$ cat src/rtl/avalon_master_req_engine.sv
// Master-end request engine for the AVMM-over-LVDS bridge.
// Pops request packets from the slave-to-master channel FIFO, replays them as
// Avalon-MM single/burst transactions and pushes one response packet per
// request into the master-to-slave channel FIFO.
module avalon_master_req_engine #(
  // Same value as the bridge package's MAX_BURST.
  parameter int unsigned MAX_BURST  = 8,
  parameter int unsigned RESP_DEPTH = 2 * MAX_BURST,
  localparam int unsigned BW = $clog2(MAX_BURST) + 1,
  localparam int unsigned RW = $clog2(RESP_DEPTH) + 1
) (
  input  logic          clk_i,
  input  logic          rst_i,
  // Request channel (show-ahead FIFO read side)
  output logic          req_rdreq_o,
  input  logic [31:0]   req_q_i,
  input  logic          req_rdempty_i,
  input  logic [BW-1:0] req_rdusedw_i,
  // Response channel (FIFO write side)
  output logic [31:0]   resp_data_o,
  output logic          resp_valid_o,
  input  logic [RW-1:0] resp_wrusedw_i,
  // Avalon-MM master
  output logic [31:0]   avm_address_o,
  output logic [BW-1:0] avm_burstcount_o,
  output logic          avm_read_o,
  output logic          avm_write_o,
  output logic [31:0]   avm_writedata_o,
  output logic [3:0]    avm_byteenable_o,
  input  logic          avm_waitrequest_i,
  input  logic [31:0]   avm_readdata_i,
  input  logic          avm_readdatavalid_i
);

  typedef enum logic [3:0] {
    StIdle,
    StHdr,      // header is popped this cycle, legality decided
    StCheck,    // waiting for / popping the address word
    StWrWait,
    StWrData,
    StWrResp,
    StErr,
    StRdSpace,
    StRdCmd,
    StRdData
  } state_e;

  state_e        state;
  logic [1:0]    op;
  logic [15:0]   len;
  logic [BW-1:0] beats;

  logic          hdr_legal;
  logic [RW-1:0] free_space;
  logic          unused_hdr_bits;

  assign avm_byteenable_o = 4'hF;
  assign free_space       = RW'(RESP_DEPTH) - resp_wrusedw_i;
  assign hdr_legal        = ((op == 2'b01) || (op == 2'b10)) &&
                            (len != 16'd0) && (32'(len) <= MAX_BURST);
  assign unused_hdr_bits  = ^req_q_i[29:16];

  // Write data is the FIFO head itself; zero outside the data phase.
  assign avm_writedata_o = (state == StWrData) ? req_q_i : 32'h0;

  // Pop strobe: header pop, address pop, and one pop per accepted write beat.
  always_comb begin
    req_rdreq_o = 1'b0;
    case (state)
      StHdr:    req_rdreq_o = !req_rdempty_i;
      StCheck:  req_rdreq_o = !req_rdempty_i;
      StWrData: req_rdreq_o = !avm_waitrequest_i && !req_rdempty_i;
      default:  req_rdreq_o = 1'b0;
    endcase
  end

  // Packet sequencer with registered Avalon and response outputs.
  always_ff @(posedge clk_i) begin
    if (rst_i) begin
      state            <= StIdle;
      op               <= 2'b00;
      len              <= 16'd0;
      beats            <= '0;
      avm_address_o    <= 32'h0;
      avm_burstcount_o <= '0;
      avm_read_o       <= 1'b0;
      avm_write_o      <= 1'b0;
      resp_valid_o     <= 1'b0;
      resp_data_o      <= 32'h0;
    end else begin
      resp_valid_o <= 1'b0;
      case (state)
        StIdle: begin
          if (!req_rdempty_i) begin
            op    <= req_q_i[31:30];
            len   <= req_q_i[15:0];
            state <= StHdr;
          end
        end
        StHdr: begin
          if (hdr_legal) begin
            avm_burstcount_o <= len[BW-1:0];
            state            <= StCheck;
          end else begin
            state <= StErr;
          end
        end
        StCheck: begin
          if (!req_rdempty_i) begin
            avm_address_o <= req_q_i;
            state         <= (op == 2'b10) ? StWrWait : StRdSpace;
          end
        end
        StWrWait: begin
          // Whole burst already buffered, so the write can never starve.
          if (req_rdusedw_i >= avm_burstcount_o) begin
            avm_write_o <= 1'b1;
            beats       <= avm_burstcount_o;
            state       <= StWrData;
          end
        end
        StWrData: begin
          if (!avm_waitrequest_i) begin
            if (beats == BW'(1)) begin
              avm_write_o <= 1'b0;
              state       <= StWrResp;
            end else begin
              beats <= beats - BW'(1);
            end
          end
        end
        StWrResp, StErr: begin
          if (free_space != '0) begin
            resp_valid_o <= 1'b1;
            resp_data_o  <= {op, (state == StErr), 13'd0, len};
            state        <= StIdle;
          end
        end
        StRdSpace: begin
          // Reserve room for header plus every data beat before reading.
          if (32'(free_space) >= 32'(avm_burstcount_o) + 32'd1) begin
            resp_valid_o <= 1'b1;
            resp_data_o  <= {op, 1'b0, 13'd0, len};
            avm_read_o   <= 1'b1;
            state        <= StRdCmd;
          end
        end
        StRdCmd: begin
          if (!avm_waitrequest_i) begin
            avm_read_o <= 1'b0;
            beats      <= avm_burstcount_o;
            state      <= StRdData;
          end
        end
        StRdData: begin
          if (avm_readdatavalid_i) begin
            resp_valid_o <= 1'b1;
            resp_data_o  <= avm_readdata_i;
            if (beats == BW'(1)) begin
              state <= StIdle;
            end else begin
              beats <= beats - BW'(1);
            end
          end
        end
        default: state <= StIdle;
      endcase
    end
  end

endmodule

$ cat config.mk
export PLATFORM = sky130hd
export DESIGN_NAME = avalon_master_req_engine
export DESIGN_NICKNAME = d
export VERILOG_FILES = /design/src/rtl/avalon_master_req_engine.sv
export SDC_FILE = /design/constraint.sdc
export NUM_CORES = 1
export LEC_CHECK = 0
export ABC_CLOCK_PERIOD_IN_PS = 4200
export BUFFER_PORTS_ARGS = -buffer_cell sky130_fd_sc_hd__buf_2
export CAP_MARGIN = 15
export CORE_MARGIN = 3
export CORE_UTILIZATION = 53
export DETAILED_ROUTE_END_ITERATION = 8
export PLACE_DENSITY = 0.85
export SLEW_MARGIN = 0
export SYNTH_ARGS = -nofsm -noshare
export SYNTH_HDL_FRONTEND = slang
export SYNTH_SLANG_ARGS = --single-unit
export TNS_END_PERCENT = 30
$ cat constraint.sdc
create_clock -name clk_i -period 4.2 [get_ports clk_i]
set_input_delay 0.84 -clock clk_i [delete_from_list [all_inputs] [get_ports clk_i]]
set_output_delay 0.84 -clock clk_i [all_outputs]
set_load 0.005 [all_outputs]
==> flow_metrics.env <==
export IMPL_worstSetupPathType="in -> reg"
export IMPL_slew_violations=0
export IMPL_antenna_found_initial=0
export IMPL_portBuffers=181
export IMPL_cts_tree="built"
export IMPL_synth_common_cells="nand2_1 (151), dfxtp_1 (97), a21oi_1 (85)"
export IMPL_num_io_pins=186
export IMPL_cts_sinks=97
export IMPL_cts_root_buf="clkbuf_8"
export IMPL_worstHoldStart="avm_address_o[17]"
export IMPL_drc=0
export IMPL_synth_most_common_cell="nand2_1"
export IMPL_h_tree_depth=3
export IMPL_cts_hold_fix_buffers=0
export IMPL_reg2reg_slack_ns=1.21
export IMPL_synth_edf_count=0
export IMPL_syn_area_per_cell_um2=7.96
export IMPL_via_count=4861
export IMPL_power_density_nw_per_um2=483
export IMPL_cts_buffers=9
export IMPL_worstSetupStartpointType="input port"
export IMPL_ys_async_sr_fraction=0
export IMPL_drive_gt1_frac=0.294
export IMPL_synth_top_area_cell="dfxtp_1"
export IMPL_r2r_start="state[2]"
export IMPL_grt_max_degree=46
export IMPL_critPathCaptureType="register"
export IMPL_routed_wl_um=13400
export IMPL_antenna_left=0
export IMPL_grt_pass1_wl_um=21400
export IMPL_finClkSkew_ns=0.0110
export IMPL_fin_crit_ns=3.21
export IMPL_insertion_delay_ns=0.36
export IMPL_grt_overflow_total=0
export IMPL_dominantRegCellSynth="dfxtp_1"
export IMPL_whs_endpoint="avm_address_o[17]"
export IMPL_r2r_end="state[2]"
export IMPL_start_util=0.560
export IMPL_place_gp_congestion=0.891
export IMPL_synth_warnings=0
export IMPL_ys_ff_latch=97
export IMPL_finalPower_mw=2.83
export IMPL_route_detailed_wl_per_inst_um=15.5
export IMPL_cts_resized=0
export IMPL_rsz0062_at_grt="no"
export IMPL_fp_coreArea_um2=8420
export IMPL_clock_path_buffers=2
export IMPL_drt_iter0_drc=264
export IMPL_leakagePower_nw=2.78
export IMPL_diodes=0
export IMPL_vdd_drop_max_uv=241
export IMPL_crit_arrival_ns=3.47
export IMPL_syn_cell_area_um2=4720
export IMPL_grt_pass1_vias=4610
export IMPL_area_delta_synth_final_pct=24.3
export IMPL_cp_max_fo=32
export IMPL_max_cap_violations=0
export IMPL_viasPerCell=5.66
export IMPL_die_h_um=100
export IMPL_max_freq_mhz=311
export IMPL_status="completed"
export IMPL_worst_r2r_cell_count=7
export IMPL_worstPathRequired_ns=4.45
export IMPL_fin_tns_setup_ns=0
export IMPL_min_delay_path_depth=2
export IMPL_ys_top_cells_by_area="dfxtp_1 (41%), nand2_1 (12%), a21oi_1 (9.0%)"
export IMPL_timing_final_crit_share=0.765
export IMPL_ys_types=54
export IMPL_firstDrtPassIters=5
export IMPL_path_clk_slew_ns=0.10
export IMPL_dieArea_um2=10100
export IMPL_dp_hpwl_um=9870
export IMPL_tightest_slew_ns=0.856
export IMPL_finalSetupViolCount=0
export IMPL_slew_headroom=0.428
export IMPL_ys_seq_area_frac=0.411
export IMPL_row_count=33
export IMPL_nNetsFinal=842
export IMPL_hold_viol_final=0
export IMPL_syn_inst=593
export IMPL_fp_dieW_um=100
export IMPL_worstHoldPathType="reg -> reg"
export IMPL_grtUsageTotal=0.260
export IMPL_synth_top_cell_area_share=0.411
export IMPL_cts_setup_buffers=0
[power by group]
group | switching (mW) | total [mW] | leakage (nW) | internal, mW
clock | 0.333 | 0.616 | 0.106 | 0.283
combinational | 0.564 | 0.997 | 1.88 | 0.434
sequential | 0.154 | 1.22 | 0.787 | 1.07
total | 1.05 | 2.83 | 2.78 | 1.78
[logic make-up (layout without fill, tap and decap cells)]
group                      count (synthesis)  after routing  share of synthesized area
AOI/OAI and AO/OA                        157            157                      0.222
muxes                                      7              7                     0.0148
DFF                                       97             97                      0.411
adders and majority gates                 15             15                     0.0398
buffers and inverters                     64            222                     0.0565
xor gates and xnor gates                   7              7                     0.0146
and+or+nand+nor                          245            245                      0.240
other                                      1              4                   0.000795
[routing by layer]
metal | track usage | up-vias | share of wire | routed length, um
met5 | 0 | - | 0 | 0
met4 | 0.0808 | 0 | 0.018 | 238
met3 | 0.0660 | 30 | 0.094 | 1260
met2 | 0.421 | 237 | 0.47 | 6320
met1 | 0.342 | 2231 | 0.41 | 5540
li1 | - | 2363 | - | -
[through the flow]
step | instances | setup slack, ns | utilization | area (um^2) | hold WS, ns
2_1_floorplan | 596 | 1.12 | - | 4730 | 0.449
3_3_place_gp | 843 | 0.845 | 0.672 | 5660 | 0.439
3_5_place_dp | 843 | 0.674 | 0.672 | 5660 | 0.446
4_1_cts | 859 | 1.00 | 0.696 | 5860 | 0.459
5_1_grt | 859 | 0.776 | 0.696 | 5860 | 0.477
6_report | 859 | 0.986 | 0.696 | 5860 | 0.459
[worst max path at each step]
stage | start | slack, ns | endpoint | depth (start not counted)
finish | resp_wrusedw_i[0] | 0.99 | resp_data_o[19] | 13
global route | resp_wrusedw_i[0] | 0.78 | resp_data_o[2] | 13
CTS | resp_wrusedw_i[0] | 1.00 | resp_data_o[19] | 13
detailed placement | resp_wrusedw_i[0] | 0.67 | resp_data_o[19] | 13
global placement | resp_wrusedw_i[0] | 0.85 | resp_data_o[17] | 13
floorplan | resp_wrusedw_i[0] | 1.12 | resp_data_o[18] | 11
[placed cells by master, fill, tap and decap left out, types with 4 or more instances in the layout]
master / Yosys / final
buf_2: 8 / 181
nand2_1: 151 / 151
dfxtp_1: 97 / 97
a21oi_1: 85 / 85
and2_1: 32 / 32
nor2_1: 19 / 18
a311oi_1: 18 / 18
inv_1: 15 / 15
ha_1: 15 / 15
o211a_1: 13 / 13
a41o_1: 13 / 13
o21ai_0: 10 / 10
buf_4: 4 / 10
clkbuf_8: 0 / 9
nor3_1: 7 / 7
mux2i_1: 7 / 7
nand3_1: 5 / 5
nand2b_1: 5 / 5
xnor2_1: 4 / 4
conb_1: 1 / 4
[layout make-up]
cell class | instances | area (um^2)
fillers | 702 | 2560
clock buffers | 9 | 124
inverters | 15 | 56.3
clock inverters | 7 | 77.6
multi-input cells | 435 | 2550
repair buffers | 191 | 981
well taps | 105 | 131
flip-flops and latches | 97 | 1940
[critical path, stage by stage]
cell	delay [ns]
buf_2	0.10
inv_1	0.11
ha_1	0.20
nor3b_2	0.25
xor2_2	0.22
ha_1	0.28
a21o_1	0.16
a31oi_1	0.36
o21a_1	0.19
buf_4	0.20
nor2_2	0.05
buf_4	0.23
a41o_1	0.28
[registers in the layout (all words and copies together), names as in the netlist]
register	cells
beats	4
avm_write_o	1
state	4
avm_burstcount_o	4
avm_read_o	1
resp_valid_o	1
len	16
resp_data_o	32
avm_address_o	32
op	2
Note: power is estimated with default switching activity, not from simulation.
